--- src/rtl/serial_subtractor.sv ---
// Bit-serial subtractor: diff = a - b, one bit per clock, LSB first.
// A single full-adder cell computes a + ~b + 1 with the carry held in a
// register between bit slices. Results are published on the final edge
// together with a one-cycle done pulse.
module serial_subtractor #(
    parameter int WIDTH = 8
) (
    input  logic             clk,
    input  logic             rst_n,
    input  logic             start,
    input  logic [WIDTH-1:0] a,
    input  logic [WIDTH-1:0] b,
    output logic             ready,
    output logic             done,
    output logic [WIDTH-1:0] diff,
    output logic             borrow,
    output logic             overflow
);

    localparam int CW = (WIDTH > 2) ? $clog2(WIDTH) : 1;
    localparam logic [CW-1:0] LAST    = CW'(WIDTH - 1);
    localparam logic [CW-1:0] LAST_M1 = CW'(WIDTH - 2);

    typedef enum logic [1:0] {
        IDLE = 2'd0,
        RUN  = 2'd1,
        DONE = 2'd2
    } state_t;

    state_t           state;
    logic [WIDTH-1:0] sh_a;
    logic [WIDTH-1:0] sh_b;
    logic [WIDTH-1:0] result;
    logic             carry;
    logic             c_msb;
    logic [CW-1:0]    count;

    logic             nb;
    logic             s;
    logic             cout;
    logic [WIDTH-1:0] result_next;

    // One full-adder slice on the current LSBs: a + ~b + carry.
    always_comb begin
        nb          = ~sh_b[0];
        s           = sh_a[0] ^ nb ^ carry;
        cout        = (sh_a[0] & nb) | (sh_a[0] & carry) | (nb & carry);
        result_next = {s, result[WIDTH-1:1]};
    end

    // Control FSM and serial datapath; all outputs registered.
    always_ff @(posedge clk) begin
        if (!rst_n) begin
            state    <= IDLE;
            ready    <= 1'b1;
            done     <= 1'b0;
            diff     <= '0;
            borrow   <= 1'b0;
            overflow <= 1'b0;
            sh_a     <= '0;
            sh_b     <= '0;
            result   <= '0;
            carry    <= 1'b0;
            c_msb    <= 1'b0;
            count    <= '0;
        end else begin
            case (state)
                IDLE: begin
                    if (start) begin
                        sh_a   <= a;
                        sh_b   <= b;
                        result <= '0;
                        carry  <= 1'b1;     // the +1 of two's-complement negation
                        count  <= '0;
                        ready  <= 1'b0;
                        state  <= RUN;
                    end
                end
                RUN: begin
                    sh_a   <= sh_a >> 1;
                    sh_b   <= sh_b >> 1;
                    result <= result_next;
                    carry  <= cout;
                    count  <= count + 1'b1;
                    // Carry out of bit WIDTH-2 is the carry into the sign bit.
                    if (count == LAST_M1)
                        c_msb <= cout;
                    if (count == LAST) begin
                        diff     <= result_next;
                        borrow   <= ~cout;
                        overflow <= c_msb ^ cout;
                        done     <= 1'b1;
                        state    <= DONE;
                    end
                end
                DONE: begin
                    done  <= 1'b0;
                    ready <= 1'b1;
                    state <= IDLE;
                end
                default: begin
                    done  <= 1'b0;
                    ready <= 1'b1;
                    state <= IDLE;
                end
            endcase
        end
    end

endmodule

--- config.mk ---
export PLATFORM = sky130hd
export DESIGN_NAME = serial_subtractor
export DESIGN_NICKNAME = d
export VERILOG_FILES = /design/src/rtl/serial_subtractor.sv
export SDC_FILE = /design/constraint.sdc
export NUM_CORES = 1
export LEC_CHECK = 0
export ABC_AREA = 1
export BUFFER_PORTS_ARGS = -buffer_cell sky130_fd_sc_hd__buf_2
export CAP_MARGIN = 20
export CORE_MARGIN = 2
export CORE_UTILIZATION = 49
export CTS_BUF_LIST = sky130_fd_sc_hd__clkbuf_4 sky130_fd_sc_hd__clkbuf_8
export DETAILED_ROUTE_END_ITERATION = 10
export GPL_ROUTABILITY_DRIVEN = 0
export PLACE_DENSITY = 0.69
export SYNTH_ARGS = -nofsm -noshare
export SYNTH_HDL_FRONTEND = slang
export SYNTH_SLANG_ARGS = --single-unit
--- constraint.sdc ---
create_clock -name clk -period 1.5 [get_ports clk]
set_clock_uncertainty 0.05 [all_clocks]
set_input_delay 0.3 -clock clk [delete_from_list [all_inputs] [get_ports clk]]
set_output_delay 0.3 -clock clk [all_outputs]
set_load 0.03 [all_outputs]
==> reports/qor.yml <==
clock_network:
  cts.path.max_buffers: 2
  clock_latency_ns: 0.30
  cts_sinks: 42
  cts_root_buffer: "clkbuf_8"
  cts_buffers: 5
  cts_max_level: 2
  ctsHoldBuffers: 0
  cts_tree: "done"
  path_clk_slew_ns: 0.08
die:
  die-area_um2: 4374
  initial_core_util_pct: 51.29
  rows: 22
  fp.dieW_um: 66.14
  fp.dieH_um: 66.14
  coreArea_um2: 3689
  num_io_pins: 31
route:
  wl_per_cell_um: 11.34
  vias_per_cell: 5.015
  vias: 1660
  detail_route.first_pass.iterations: 5
  drtIter0Drc: 93
  antenna_left: 0
  wirelength_um: 3752
  drc_errors: 0
yosys:
  synth_nets: 275
  yosys-top-cells-count: "nand3_1, nand2_1, dfxtp_1"
  syn-instance-count: 252
  synth_cell_type_count: 23
  synth.most_common_cell: "nand3_1"
  yosysWarnings: 0
  syn_area_per_cell_um2: 7.507
  yosysSeqAreaShare_pct: 44.44
  ys.flop_type: "dfxtp_1"
  synth-seq-cells: 42
  ys_async_sr_fraction_pct: 0
  yosysTopAreaCellShare_pct: 44.44
  synth_top_cell_by_area: "dfxtp_1"
  synth.area.top_cells: "dfxtp_1, nand3_1, nand2_1"
  synth_enable_flop_cells: 0
  syn-cell-area_um2: 1892
sta:
  worst_slack_ns: 0.1226
  period_share_pct: 91.83
  rsz0062_at_grt: "no"
  slew_headroom_pct: 77.67
  fin_crit_ns: 1.377
  worstMarginPinSlew_ns: 0.3346
  holdWs_ns: 0.1823
  drv_slew: 0
  setup_tns_ns: 0
  setup_viol: 0
  max_freq_mhz: 726.0
  hold_viol: 0
run:
  maxCapViolations: 0
placement:
  dp_slack_ns: 0.1257
  dp_hpwl_um: 2557
  io_buffers: 30
  dp.cells: 323
  placed_area_um2: 2054
grt:
  grt_overflow_total: 0
  grt_pass1_vias: 1426
  grt_start_max_net_pins: 26
  grt_pass1_wl_um: 6417
  antenna_found_initial: 0
  grt_usage_pct: 19.28
hold_path:
  hold_class: "in -> reg"
power:
  vdd_drop_max_v: 0.0006153
  p_leak_nw: 1.015
  finalPower_mw: 2.235
  cellPowerDensity_nw_per_um2: 1038
final_layout:
  post-route-util_pct: 58.38
  final_cell_area_um2: 2153
  area_delta_synth_final_pct: 13.82
  final_cells: 331
  diodes: 0
  num-nets-final: 305
  layout-drive-gt1-share_pct: 19.43
worst_setup_path:
  critical_path_class: "reg -> reg"
  worstPathMaxFanout: 4
  critPathArrivalTime_ns: 1.52
  required_ns: 1.64
  worst_setup_path_start_kind: "register"
  end_kind: "register"
outcome:
  run_status: "complete, no violations"
-- layer usage --
metal | vias up | routed length (um) | track usage (%)
met2 | 44 | 1714 | 30.00
met3 | 8 | 216 | 4.089
met5 | - | 0 | 0
li1 | 867 | - | -
met4 | 0 | 76 | 9.184
met1 | 741 | 1745 | 25.32
-- logic make-up (layout without fill, tap and decap cells) --
kind of cell	after synthesis	after routing	synth area share (%)
flops	42	42	44.44
xor+xnor	1	1	0.4630
compound gates	32	32	8.796
buf+inv	48	79	12.37
fa+ha+maj	4	4	3.043
simple gates	125	125	30.89
-- timing repair --
| action | in CTS | in global routing |
|---|---|---|
| buffers inserted | 0 | 0 |
| resized for setup | 0 | 2 |
| endpoints found under the setup margin | 0 | 7 |
-- state kept, by name, summed over array words and instances (netlist names) --
signal	count
result	7
overflow	1
carry	1
count	3
c_msb	1
borrow	1
sh_a	8
done	1
sh_b	8
diff	8
ready	1
state	2
-- worst max-delay path, stage by stage (launching register included) --
cell	delay [ns]
dfxtp_1	0.33
inv_1	0.06
fa_1	0.48
xor2_1	0.18
nor2_1	0.12
nor2_1	0.06
-- layout make-up --
| class | count | area (um2) |
|---|---|---|
| clock inverter | 2 | 12.51 |
| tap | 48 | 60.06 |
| fill | 368 | 1535 |
| multi-input combinational | 162 | 817.0 |
| clock buffer | 6 | 82.58 |
| inverter | 33 | 128.9 |
| sequential | 42 | 842.1 |
| timing repair buffer | 38 | 210.2 |
-- report_power, final --
part | leakage (nW) | internal, mW | switching (mW)
logic | 0.625 | 0.113 | 0.171
clock network | 0.0472 | 0.370 | 0.387
registers | 0.343 | 1.16 | 0.0303
-- cell usage in the layout (no fill, tap or decap), types with 2 or more instances in the layout --
cell and instances:
a21oi_1 23, nand2_4 2, inv_1 30, nand2_1 43, buf_2 30, nand3_1 58
buf_4 8, inv_4 2, clkbuf_8 6, dfxtp_1 41, ha_1 3, nor2_1 18
o21ai_0 7
-- final timing paths --
| path | from | to | slack [ns] | depth (start not counted) |
|---|---|---|---|---|
| min reg2reg | count[0]$_SDFFE_PN0P_ | count[0]$_SDFFE_PN0P_ | 0.41 | 1 |
| max | sh_b[0]$_SDFFE_PN0P_ | overflow$_SDFFE_PN0P_ | 0.12 | 5 |
| max reg2reg | sh_b[0]$_SDFFE_PN0P_ | overflow$_SDFFE_PN0P_ | 0.12 | 5 |
| min | rst_n | ready$_SDFFE_PN1P_ | 0.18 | 2 |
(Power assumes the default switching activity.)
